$ cat src/rtl/iob_fifo_sync_fwft_pkg.sv
// iob_fifo_sync_fwft_pkg: size/width derivations and reset constants for the sync FIFO.
package iob_fifo_sync_fwft_pkg;
    localparam logic RST_EMPTY = 1'b1;
    localparam logic RST_FULL  = 1'b0;
    localparam logic RST_ERR   = 1'b0;

    function automatic int fifo_size(input int addr_w);
        return 1 << addr_w;
    endfunction

    function automatic int lvl_w(input int addr_w);
        return addr_w + 1;
    endfunction
endpackage

$ cat src/rtl/iob_fifo_regfile.sv
// iob_fifo_regfile: 2**ADDR_W x DATA_W register array, one write port, async read port.
module iob_fifo_regfile #(
    parameter int DATA_W = 8,
    parameter int ADDR_W = 4
) (
    input  logic              clk_i,
    input  logic              w_en_i,
    input  logic [ADDR_W-1:0] w_addr_i,
    input  logic [DATA_W-1:0] w_data_i,
    input  logic [ADDR_W-1:0] r_addr_i,
    output logic [DATA_W-1:0] r_data_o
);
    logic [DATA_W-1:0] mem [2**ADDR_W];

    always_ff @(posedge clk_i)
        if (w_en_i) mem[w_addr_i] <= w_data_i;

    assign r_data_o = mem[r_addr_i];
endmodule

$ cat src/rtl/iob_fifo_sync_fwft.sv
// iob_fifo_sync_fwft: single-clock FIFO with FWFT or registered read, almost flags,
// sticky overflow/underflow and a level output.
module iob_fifo_sync_fwft
    import iob_fifo_sync_fwft_pkg::*;
#(
    parameter int DATA_W = 8,
    parameter int ADDR_W = 4,
    parameter int FWFT   = 1
) (
    input  logic              clk_i,
    input  logic              rst_n_i,
    input  logic              cke_i,
    input  logic              w_en_i,
    input  logic [DATA_W-1:0] w_data_i,
    output logic              w_full_o,
    output logic              w_almost_full_o,
    input  logic              r_en_i,
    output logic [DATA_W-1:0] r_data_o,
    output logic              r_empty_o,
    output logic              r_almost_empty_o,
    input  logic [ADDR_W:0]   af_thr_i,
    input  logic [ADDR_W:0]   ae_thr_i,
    output logic [ADDR_W:0]   level_o,
    output logic              overflow_o,
    output logic              underflow_o,
    input  logic              clr_err_i
);
    localparam int LW = lvl_w(ADDR_W);
    localparam logic [LW-1:0] SIZE = LW'(fifo_size(ADDR_W));

    logic [ADDR_W-1:0] w_ptr, r_ptr;
    logic [LW-1:0]     level, level_nxt;
    logic [DATA_W-1:0] mem_data;
    logic              w_acc, r_acc;

    // flags are the registered ones, so full/empty reject simultaneous through-traffic
    assign w_acc     = cke_i & w_en_i & ~w_full_o;
    assign r_acc     = cke_i & r_en_i & ~r_empty_o;
    assign level_nxt = level + LW'(w_acc) - LW'(r_acc);

    always_ff @(posedge clk_i)
        if (!rst_n_i) begin
            w_ptr       <= '0;
            r_ptr       <= '0;
            level       <= '0;
            r_empty_o   <= RST_EMPTY;
            w_full_o    <= RST_FULL;
            overflow_o  <= RST_ERR;
            underflow_o <= RST_ERR;
        end else if (cke_i) begin
            w_ptr       <= w_ptr + ADDR_W'(w_acc);
            r_ptr       <= r_ptr + ADDR_W'(r_acc);
            level       <= level_nxt;
            r_empty_o   <= level_nxt == '0;
            w_full_o    <= level_nxt == SIZE;
            overflow_o  <= (w_en_i & w_full_o) | (overflow_o & ~clr_err_i);
            underflow_o <= (r_en_i & r_empty_o) | (underflow_o & ~clr_err_i);
        end

    assign level_o          = level;
    assign w_almost_full_o  = level >= af_thr_i;
    assign r_almost_empty_o = level <= ae_thr_i;

    iob_fifo_regfile #(.DATA_W(DATA_W), .ADDR_W(ADDR_W)) u_regfile (
        .clk_i    (clk_i),
        .w_en_i   (w_acc),
        .w_addr_i (w_ptr),
        .w_data_i (w_data_i),
        .r_addr_i (r_ptr),
        .r_data_o (mem_data)
    );

    if (FWFT != 0) begin : g_fwft
        assign r_data_o = mem_data;
    end else begin : g_std
        logic [DATA_W-1:0] r_data;
        always_ff @(posedge clk_i)
            if (!rst_n_i) r_data <= '0;
            else if (r_acc) r_data <= mem_data;
        assign r_data_o = r_data;
    end
endmodule

$ cat config.mk
export PLATFORM = sky130hd
export DESIGN_NAME = iob_fifo_sync_fwft
export DESIGN_NICKNAME = d
export VERILOG_FILES = /design/src/rtl/iob_fifo_sync_fwft_pkg.sv /design/src/rtl/iob_fifo_regfile.sv /design/src/rtl/iob_fifo_sync_fwft.sv
export SDC_FILE = /design/constraint.sdc
export NUM_CORES = 1
export LEC_CHECK = 0
export ABC_CLOCK_PERIOD_IN_PS = 4800
export CAP_MARGIN = 15
export CORE_UTILIZATION = 63
export DETAILED_ROUTE_END_ITERATION = 12
export PLACE_DENSITY = 0.84
export SYNTH_ARGS = -nofsm -noshare
export SYNTH_HDL_FRONTEND = slang
export SYNTH_SLANG_ARGS = --single-unit
$ cat constraint.sdc
create_clock -name clk_i -period 4.8 [get_ports clk_i]
set_clock_uncertainty 0.1 [all_clocks]
set_input_delay 0.96 -clock clk_i [delete_from_list [all_inputs] [get_ports clk_i]]
set_output_delay 0.96 -clock clk_i [all_outputs]
set_load 0.1 [all_outputs]
* Word-level counts from Yosys, hierarchy flattened
Memories as Yosys holds them, arrays and structs flattened. A register that Yosys moved wholly into a read port is not among the register bits. Cells that the tools add are included.
Cells by class: bitwise operators 13, mux-type cells 4, equality and inequality tests 1, magnitude comparators 2, add/sub/neg operators 4, reductions and logical operators 1
Operators with widths (number):
- 4-bit by 1-bit adder with 4-bit output | 2
- 1-bit bitwise AND | 8
- 4-bit 2-to-1 mux | 2
- 5-bit by 1-bit adder with 5-bit output | 1
- 5-bit == test (second input constant) | 1
- 5-bit >= comparator | 1
- 5-bit less-or-equal comparator | 1
- 5-bit zero test | 1
- 5-bit by 1-bit subtractor with 5-bit output | 1
- 1-bit NOT | 3
- 1-bit 2-to-1 mux | 2
- 1-bit bitwise OR | 2
Storage, ports and cells: output and inout bits 19, RAM bits 128, word-level logic and storage cells 33, memories 1, register bits 17
Memory list:
- u_regfile.mem | depth 16, width 8, rd ports 1, clocked after memory_dff 1, wr ports 1, RTL line iob_fifo_regfile.sv:13 | logic [DATA_W-1:0] mem [2**ADDR_W];

* Longest topological paths before layout
Gate-level depths: netlist of the first run.
depth in word-level cells 5, depth in mapped cells 12, mapped depth without buffers 10

* By module
Synthesis of the first run repeated with hierarchy kept, for this count alone.
Unflattened totals: cells, all modules 346, area total of the unflattened synthesis 6114.6 um^2
By module, submodules not included:
- iob_fifo_regfile | instances 1, cells an instance 221, area an instance 4987.3 um^2
- iob_fifo_sync_fwft | instances 1, cells an instance 125, area an instance 1127.3 um^2

* Worst setup path before layout of the first run
OpenSTA, ideal clock, no wires.
path kind flip-flop to output port, start register level[0], in the netlist level_o[0], end output port w_almost_full_o, path slack 0.553 ns, required time 3.740 ns, stages on the path, launching flop included 8, arrival 3.187 ns, cells stage by stage dfxtp_1 -> inv_1 -> ha_1 -> nand2b_1 -> a21oi_1 -> nor2b_1 -> o21ai_0 -> a21oi_1
On the way: word-level cells in the longest chain between the ends 1
Ends and longest elaborated chain:
- start: declaration | RTL line iob_fifo_sync_fwft.sv:32 | logic [LW-1:0] level, level_nxt;
- start signal: assignment | RTL line iob_fifo_sync_fwft.sv:53 | level <= level_nxt;
- 5-bit >= comparator | RTL line iob_fifo_sync_fwft.sv:61 | assign w_almost_full_o = level >= af_thr_i;
- end: declaration | RTL line iob_fifo_sync_fwft.sv:16 | output logic w_almost_full_o,
No other way between the ends.

==> results of run 1 <==
[cell usage in the layout (no fill, tap or decap), types with 2 or more instances in the layout]
cell / instances
nand2b_1: 5
mux2i_1: 6
nand3_1: 2
a21o_1: 2
inv_6: 7
and2_1: 6
xnor2_1: 8
o21ai_0: 2
clkinvlp_4: 3
nor2b_1: 10
a21oi_1: 4
mux4_2: 16
mux4_1: 24
buf_4: 25
and3_1: 2
o211ai_1: 2
dfxtp_1: 20
edfxtp_1: 128
clkbuf_16: 16
xor2_1: 2
inv_1: 15
ha_1: 17
clkdlybuf4s50_1: 32
nor3_1: 4
nor2_1: 20
nand2_1: 11
[logic make-up after synthesis]
group | synth area share
DFF | 0.683
and+or+nand+nor | 0.0543
buffers and inverters | 0.0256
muxes | 0.168
AOI/OAI and AO/OA | 0.0176
xor gates and xnor gates | 0.0140
adders and majority gates | 0.0373
[cell type report]
cell class / count / area [um2]
inverter: 15 / 56.3
timing repair buffer: 57 / 508
sequential: 149 / 4270
tap: 129 / 161
clock buffer: 17 / 414
fill: 496 / 2050
clock inverter: 14 / 139
multi-input combinational: 157 / 1820
[routing by layer]
layer	GRT usage	routed length [um]
met5	0	0
met4	0.197	862
met3	0.0904	1040
met2	0.483	6910
met1	0.354	5190
[critical path: cells and delay by family, from the launching register on]
family | cells | cell delay, ns
flops | 1 | 0.97
mux | 2 | 1.27
buf+inv | 1 | 0.26
[report_power, final]
part | total [uW] | leakage (uW) | switching, uW | internal, uW
combinational | 397 | 0.000963 | 265 | 132
sequential | 1450 | 0.00132 | 28.6 | 1420
clock | 1260 | 0.000265 | 556 | 699
[path summary, 6_finish.rpt]
check        slack [ns]  cells past startpoint           to
min                0.46                      2  underflow_o
min reg2reg        0.46                      2  underflow_o
max                0.69                      3  r_data_o[7]
max reg2reg        2.13                      9    r_empty_o
[registers in the layout, indices dropped and copies added, names as in the netlist, named ones only]
| name | flops |
|---|---|
| w_full_o | 1 |
| overflow_o | 1 |
| level_o | 5 |
| underflow_o | 1 |
| r_ptr | 4 |
| w_ptr | 4 |
| r_empty_o | 1 |
| u_regfile.mem | 128 |
[per-stage QoR]
stage          utilization  total power [uW]  worst slack [ns]  instance area (um2)
2_1_floorplan            -              1770             0.553                 6240
3_3_place_gp         0.723              1860             0.883                 6810
3_5_place_dp         0.723              1870             0.705                 6810
4_1_cts              0.782              3110             0.676                 7360
5_1_grt              0.782              3190             0.565                 7360
6_report             0.782              3100             0.690                 7360
==> impl_metrics.csv, run 1 <==
group,metric,value,unit
synth,yosys-top-cells-area,"edfxtp_1, mux4_1, dfxtp_1",
synth,synth_warnings,0,
sta,finalCriticalPeriod,4.11,ns
cells_and_area,area_growth_syn_to_layout,17.9,%
floorplanning,rows,35,
power_and_ir_drop,ir_worst_vdd,244,uV
sta,slew_violations,0,
synth,ys_ff_latch,149,
drt,drtAntennaViolNets,0,
global_route,grt_util_all_layers,0.301,
sta,hold_viol,0,
clocking,ctsResizeCount,0,
placement,dp_hpwl,7.95,mm
sta,setup_tns,0,ns
critical_path,path_max_fanout,32,
critical_path,critPathLaunchType,"register",
synth,ys_async_sr_fraction,0,
global_route,grt.overflow.total,0,
floorplanning,start_util,0.663,
run_status,status,"finished, final reports clean",
critical_path,end_kind,"primary output",
synth,synth_top_cell_by_area,"edfxtp_1",
sta,relSlewSlack,0.268,
synth,postSynthCellCount,336,
global_route,antenna_found_initial,0,
clocking,cts_tree,"yes",
clocking,cts_hold_buffers,0,
global_route,first_global_vias,3452,
synth,synth_common_cells,"edfxtp_1, mux4_1, dfxtp_1, nor2_1, ha_1",
clocking,clk_latency,0.53,ns
sta,rsz0062_at_grt,"no",
clocking,cts.clk_slew.worst_paths,0.06,ns
clocking,post-cts-setup-buffer-count,0,
drt,wl_per_cell,26.0,um
synth,synth_cell_types,41,
power_and_ir_drop,p_leak,0.00255,uW
synth,yosysMostFrequentCell,"edfxtp_1",
clocking,cts_buffers,17,
synth,synth.net_count,378,
critical_path,reg2reg_from,"w_full_o",
sta,fin_crit_sh,0.856,
synth,synth_area,6240,um2
job,maxCapViolations,0,
placement,portBuffers,42,
min_path,hold_class,"register to register",
synth,synth_top_flop_cell,"edfxtp_1",
global_route,grt_pass1_wl,20.5,mm
drt,drc,0,
cells_and_area,diodes,0,
clocking,h-tree-depth,4,
critical_path,cp_slowest_cell,"dfxtp_2",
floorplanning,die_area,10300,um2
drt,num_vias,3470,
floorplanning,design.core.area,9420,um2
global_route,grt_max_degree,33,
drt,first_pass_iters,5,
cells_and_area,drive_above_1_share,0.181,
power_and_ir_drop,powerDensity,422,nW/um2
floorplanning,die_h,102,um
sta,max_freq,243,MHz
drt,viasPerCell,6.45,
floorplanning,ios,43,
synth,yosysTopAreaCellShare,0.616,
clocking,clock_path_buffers,2,
drt,drt_wl_total,14.0,mm
sta,whs,0.455,ns
critical_path,cp_cell_sequence,"mux4_1 > mux4_2 > buf_4",
floorplanning,die-width,102,um
placement,gp_congestion,0.843,
cells_and_area,nNetsFinal,439,
synth,ys_seq_area_frac,0.683,
critical_path,worst_path_largest_cell_delay,0.97,ns
synth,synth_edf_count,128,
critical_path,worstPathArrival,3.05,ns
sta,worst_pin_slew,1.09,ns
min_path,worstHoldStart,"underflow_o",
synth,synth.avg_cell_area,18.6,um2
cells_and_area,final_cells,538,
clocking,clkSinkCount,149,
critical_path,worst-endpoint-required,3.74,ns
drt,drt_iter0_drc,305,
sta,finalSetupViolations,0,
critical_path,worst-setup-path-type,"register to primary output",
clocking,cts-root-buf,"clkbuf_8",
placement,dp.cells,507,
Power figures use the tool's default switching activity.
==> run 2: changes to the inputs <==
--- a/config.mk
+++ b/config.mk
@@ -9,7 +9,8 @@
 export CAP_MARGIN = 15
 export CORE_UTILIZATION = 63
 export DETAILED_ROUTE_END_ITERATION = 12
-export PLACE_DENSITY = 0.84
+export PLACE_DENSITY = 0.85
 export SYNTH_ARGS = -nofsm -noshare
 export SYNTH_HDL_FRONTEND = slang
+export SYNTH_HIERARCHICAL = 1
 export SYNTH_SLANG_ARGS = --single-unit
==> run 2 against run 1 <==
Compared with the run above:
- wire length is 14% lower
- via count is 4.8% lower
- utilization is 0.89 points lower
- critical path depth is 6 higher
- sequential power is 3% lower
- clock power hardly changed
- first-iteration DRC count is 24% lower
- combinational power is 2% higher
- flip-flop and latch count is 4 lower
- cell area is 2.1% lower
- area after synthesis is 2.1% lower
- critical endpoint is now r_almost_empty_o
- highest routed layer unchanged
==> impl_metrics.csv, run 2 <==
group,metric,value,unit
clocking,ctsResizeCount,0,
sta,rsz0062_at_grt,"no",
clocking,post-cts-setup-buffer-count,0,
clocking,clock_path_buffers,2,
power_and_ir_drop,switching_share,0.272,
cells_and_area,diodes,0,
power_and_ir_drop,powerDensity,424,nW/um2
synth,synth_edf_count,128,
floorplanning,rows,35,
synth,synth_warnings,6,
power_and_ir_drop,power,3060,uW
clocking,clk_latency,0.51,ns
synth,ys_seq_area_frac,0.684,
clocking,cts-root-buf,"clkbuf_8",
cells_and_area,nNetsFinal,446,
sta,setup_tns,0,ns
power_and_ir_drop,power.switching,830,uW
floorplanning,die_h,101,um
cells_and_area,area_growth_syn_to_layout,18.0,%
clocking,cts_hold_buffers,0,
cells_and_area,final_common_cell,"edfxtp_1",
global_route,antenna_found_initial,0,
run_status,status,"finished, final reports clean",
drt,drt_iter0_drc,232,
critical_path,path_common_cell,"o21a_1",
sta,setup_slack,0.930,ns
synth,postSynthCellCount,346,
critical_path,critPathLaunchType,"input pin",
floorplanning,die_area,10100,um2
synth,synth_top_cell_by_area,"edfxtp_1",
drt,drc,0,
cells_and_area,nFillCells,479,
min_path,hold_class,"register to register",
placement,gp_congestion,0.889,
sta,finalCriticalPeriod,3.87,ns
critical_path,cp_slowest_cell,"clkdlybuf4s50_1",
critical_path,worstPathArrival,2.81,ns
power_and_ir_drop,intPower,2230,uW
synth,synth_area,6110,um2
critical_path,worst-endpoint-required,3.74,ns
power_and_ir_drop,seq_power_share,0.462,
cells_and_area,top_register,"u_regfile/mem",
placement,portBuffers,42,
drt,first_pass_iters,4,
drt,num_vias,3303,
sta,hold_viol,0,
global_route,grt_max_degree,36,
global_route,grt_util_all_layers,0.261,
job,maxCapViolations,0,
drt,viasPerCell,6.05,
sta,finalSetupViolations,0,
sta,max_freq,258,MHz
cells_and_area,layout_common_cells,"edfxtp_1, clkdlybuf4s50_1, buf_4",
global_route,grt.overflow.total,0,
clocking,h-tree-depth,4,
clocking,cts_buffers,17,
power_and_ir_drop,clockPowerShare,0.405,
synth,synth_top_flop_cell,"edfxtp_1",
min_path,worstHoldStart,"overflow_o",
floorplanning,start_util,0.656,
critical_path,cp_cell_sequence,"clkdlybuf4s50_1 > inv_1 > ha_1 > nor2b_1 > o21a_1 > o21a_1 > o21a_1 > o22ai_1 > buf_4",
drt,drtAntennaViolNets,0,
synth,ys_ff_latch,145,
power_and_ir_drop,combPwrFrac,0.132,
global_route,grt_pass1_wl,18.5,mm
clocking,cts.clk_slew.worst_paths,0.06,ns
sta,worst_pin_slew,0.981,ns
floorplanning,die-width,101,um
drt,drt_wl_total,12.1,mm
synth,yosys-top-cells-area,"edfxtp_1, mux4_2, mux4_1",
critical_path,path_max_fanout,2,
synth,synth_cell_types,44,
placement,place_ws,0.704,ns
floorplanning,ios,43,
synth,yosysMostFrequentCell,"edfxtp_1",
placement,dp_hpwl,7.32,mm
power_and_ir_drop,p_leak,0.00248,uW
critical_path,worst-setup-path-type,"input pin to primary output",
critical_path,worst_path_largest_cell_delay,0.45,ns
synth,ys_async_sr_fraction,0,
critical_path,end_kind,"primary output",
cells_and_area,largest_reg_flops,128,
clocking,clkSinkCount,145,
synth,synth.net_count,388,
synth,synth_common_cells,"edfxtp_1, nor2_1, mux4_2, dfxtp_1, ha_1",
cells_and_area,drive_above_1_share,0.177,
synth,synth.avg_cell_area,17.7,um2
sta,fin_crit_sh,0.806,
sta,slew_violations,0,
drt,wl_per_cell,22.1,um
power_and_ir_drop,ir_worst_vdd,260,uV
synth,yosysTopAreaCellShare,0.629,
critical_path,reg2reg_from,"w_full_o",
sta,relSlewSlack,0.344,
floorplanning,design.core.area,9330,um2
sta,whs,0.435,ns
clocking,cts_tree,"yes",
critical_path,cp-startpoint,"ae_thr_i[1]",
global_route,first_global_vias,3447,
run 2: final timing paths:
kind,endpoint,cells after the start,slack [ns]
worst max register to register,r_empty_o,9,2.11
worst max-delay path,r_almost_empty_o,9,0.93
worst min-delay path,overflow_o,2,0.43
worst min register to register,overflow_o,2,0.43
run 2: final cells by class:
class	instances	area (um2)	share of cell area
flip-flops and latches	145	4190	0.580
multi-input cells	174	1780	0.247
repair buffers	52	470	0.0652
clock buffers	17	414	0.0574
well taps	129	161	0.0224
clock inverters	15	149	0.0206
inverters	14	52.6	0.00729
run 2: kinds of logic after synthesis:
| group | count (synthesis) | share of synthesized area |
|---|---|---|
| compound gates | 34 | 0.0405 |
| simple gates | 74 | 0.0618 |
| flops | 145 | 0.684 |
| xor+xnor | 10 | 0.0143 |
| fa+ha+maj | 18 | 0.0381 |
| mux | 38 | 0.136 |
| buf+inv | 27 | 0.0248 |
run 2: routing by layer:
metal	wire length (um)	GRT usage	up-vias
met1	4760	0.325	1656
met2	6410	0.457	141
met5	0	0	-
met4	152	0.0858	0
li1	-	-	1494
met3	748	0.0569	12
run 2: power groups by stage:
stage | clock network [uW] | registers, uW | logic (uW)
global route | 1310 | 1420 | 428
global placement | 0 | 1440 | 393
floorplan | 0 | 1510 | 231
CTS | 1250 | 1410 | 406
detailed placement | 0 | 1440 | 403
finish | 1240 | 1410 | 405
run 2: critical path, delay by kind of cell:
| kind | cells | cell delay [ns] |
|---|---|---|
| adders and majority gates | 1 | 0.29 |
| and+or+nand+nor | 1 | 0.14 |
| AOI/OAI and AO/OA | 4 | 0.62 |
| buffers and inverters | 3 | 0.80 |
run 2: per-stage QoR:
| stage | instances | utilization | cell area, um2 |
|---|---|---|---|
| floorplan | 346 | - | 6110 |
| global placement | 514 | 0.713 | 6650 |
| detailed placement | 514 | 0.713 | 6650 |
| CTS | 546 | 0.773 | 7210 |
| global route | 546 | 0.773 | 7210 |
| finish | 546 | 0.773 | 7210 |
==> run 3: changes to the inputs <==
--- a/config.mk
+++ b/config.mk
@@ -5,11 +5,11 @@
 export SDC_FILE = /design/constraint.sdc
 export NUM_CORES = 1
 export LEC_CHECK = 0
-export ABC_CLOCK_PERIOD_IN_PS = 4800
+export ABC_CLOCK_PERIOD_IN_PS = 3100
 export CAP_MARGIN = 15
-export CORE_UTILIZATION = 63
+export CORE_UTILIZATION = 53
 export DETAILED_ROUTE_END_ITERATION = 12
-export PLACE_DENSITY = 0.85
+export PLACE_DENSITY = 0.76
 export SYNTH_ARGS = -nofsm -noshare
 export SYNTH_HDL_FRONTEND = slang
 export SYNTH_HIERARCHICAL = 1
==> constraint.sdc (replaced) <==
create_clock -name clk_i -period 3.1 [get_ports clk_i]
set_clock_uncertainty 0.1 [all_clocks]
set_input_delay 0.62 -clock clk_i [delete_from_list [all_inputs] [get_ports clk_i]]
set_output_delay 0.62 -clock clk_i [all_outputs]
set_load 0.1 [all_outputs]
==> run 3 against run 2 <==
Compared with the run above:
- register-to-register slack worse by 1.4 ns
- non-clock buffer count rose by 26
- worst hold slack got worse by 0.013 ns
- wire length is 2.8% higher
- clock power increased by 51%
- global-route usage shrank 3.5 points
- utilization down 8.5 points
- cell area up 5.3%
- sequential power rose by 56%
- count of clock-buffer cells in the layout is 10 higher
- critical path depth fell by 4
- first-iteration DRC count up 34%
- highest routed layer unchanged
==> impl_metrics.csv, run 3 (synthesis results as in run 2) <==
group,metric,value,unit
sta,setup_tns,0,ns
sta,worst_pin_slew,0.764,ns
sta,hold_viol,0,
global_route,grt.overflow.total,0,
power_and_ir_drop,ir_worst_vdd,449,uV
placement,portBuffers,42,
critical_path,r2r_cells,9,
drt,viasPerCell,5.87,
cells_and_area,nNetsFinal,472,
sta,finalCriticalPeriod,3.00,ns
drt,drt_wl_total,12.4,mm
critical_path,worstPathArrival,2.28,ns
clocking,h-tree-depth,4,
job,maxCapViolations,0,
cells_and_area,layout_common_cells,"edfxtp_1, buf_4, clkdlybuf4s50_1",
clocking,cts_hold_buffers,0,
run_status,status,"finished, final reports clean",
placement,dp.cells,550,
cells_and_area,diodes,0,
drt,first_pass_iters,4,
floorplanning,design.core.area,11000,um2
cells_and_area,area_growth_syn_to_layout,24.2,%
floorplanning,rows,38,
clocking,cts.clk_slew.worst_paths,0.05,ns
floorplanning,die-width,109,um
sta,fin_crit_sh,0.966,
placement,gp_congestion,0.819,
global_route,grt_util_all_layers,0.225,
critical_path,cp_cell_sequence,"buf_12 > mux4_1 > a22oi_1 > nand2_1 > buf_12",
clocking,cts-root-buf,"clkbuf_16",
power_and_ir_drop,powerDensity,632,nW/um2
clocking,cts_buffers,17,
min_path,hold_class,"register to register",
global_route,antenna_found_initial,0,
cells_and_area,final_common_cell,"edfxtp_1",
critical_path,worst-endpoint-required,2.38,ns
drt,drtAntennaViolNets,0,
sta,setup_slack,0.104,ns
cells_and_area,drive_above_1_share,0.249,
clocking,clk_latency,0.41,ns
placement,dp_hpwl,7.89,mm
drt,drc,0,
critical_path,cp_slowest_cell,"mux4_1",
critical_path,worst-setup-path-type,"register to primary output",
critical_path,critPathLaunchType,"register",
floorplanning,start_util,0.554,
cells_and_area,final_cells,582,
power_and_ir_drop,p_leak,0.00271,uW
drt,num_vias,3417,
floorplanning,ios,43,
floorplanning,die_h,109,um
clocking,post-cts-setup-buffer-count,0,
drt,drt_iter0_drc,312,
min_path,hold-path-cell-count,2,
critical_path,path_max_fanout,11,
global_route,first_global_vias,3406,
sta,relSlewSlack,0.489,
global_route,grt_pass1_wl,18.6,mm
sta,finalSetupViolations,0,
cells_and_area,post-route-util,0.689,
critical_path,end_kind,"primary output",
sta,whs,0.421,ns
placement,place_ws,-0.274,ns
sta,rsz0062_at_grt,"no",
sta,max_freq,334,MHz
drt,wl_per_cell,21.3,um
sta,slew_violations,0,
cells_and_area,top_register,"u_regfile/mem",
critical_path,worst_path_largest_cell_delay,0.56,ns
floorplanning,die_area,12000,um2
clocking,clock_path_buffers,2,
global_route,grt_max_degree,25,
critical_path,path_common_cell,"buf_12",
clocking,clkSinkCount,145,
clocking,cts_tree,"yes",
cells_and_area,largest_reg_flops,128,
==> run 3: changes by cell type in the layout (fill, tap and decap cells not counted), moves of 2 or more <==
cell,change
clkbuf_8,+2
inv_8,-2
clkinv_2,+4
clkbuf_16,+4
clkinv_4,-3
clkbuf_1,+5
clkinvlp_4,-3
clkdlybuf4s50_1,-10
buf_12,+11
inv_6,-5
buf_4,+23
==> run 3: final timing paths <==
kind	start	endpoint	slack [ns]
max reg2reg	w_full_o	r_empty_o	0.69
min	underflow_o	underflow_o	0.42
min reg2reg	underflow_o	underflow_o	0.42
max	r_ptr[0]	r_data_o[2]	0.10
==> run 3: critical path: cells and delay by family (launching register included) <==
kind	cells	cell delay [ns]
simple gates	1	0.14
flops	1	0.50
compound gates	1	0.27
buf+inv	2	0.38
mux	1	0.56
==> run 3: metal layers <==
metal  global-route usage  routed length [um]
met5                    0                   0
met1                0.273                5070
met2                0.384                6520
met3               0.0640                 695
met4               0.0838                 121
==> run 3: power by group <==
part	internal (uW)	switching [uW]
sequential	2160	39.7
clock	1170	696
combinational	289	450
total	3620	1190
==> run 3: through the flow <==
| step | cell area, um2 | power [uW] |
|---|---|---|
| after global routing | 7600 | 4960 |
| after floorplan | 6140 | 2710 |
| final | 7600 | 4800 |
| after detailed placement | 6990 | 2970 |
| after global placement | 6990 | 2950 |
| after CTS | 7550 | 4820 |
==> run 3: what timing repair did <==
action | 4_1_cts | 5_1_grt
endpoints found under the setup margin | 4 | 3
gates resized for setup | 1 | 4
pin swaps | 1 | 3
gates cloned | 0 | 1
==> run 3: area by class of cell <==
class	count	area, um2
clock inverter	4	20.0
sequential	145	4190
inverter	14	52.6
multi-input combinational	174	1820
timing repair buffer	78	801
clock buffer	27	536
fill	727	3430
tap	140	175
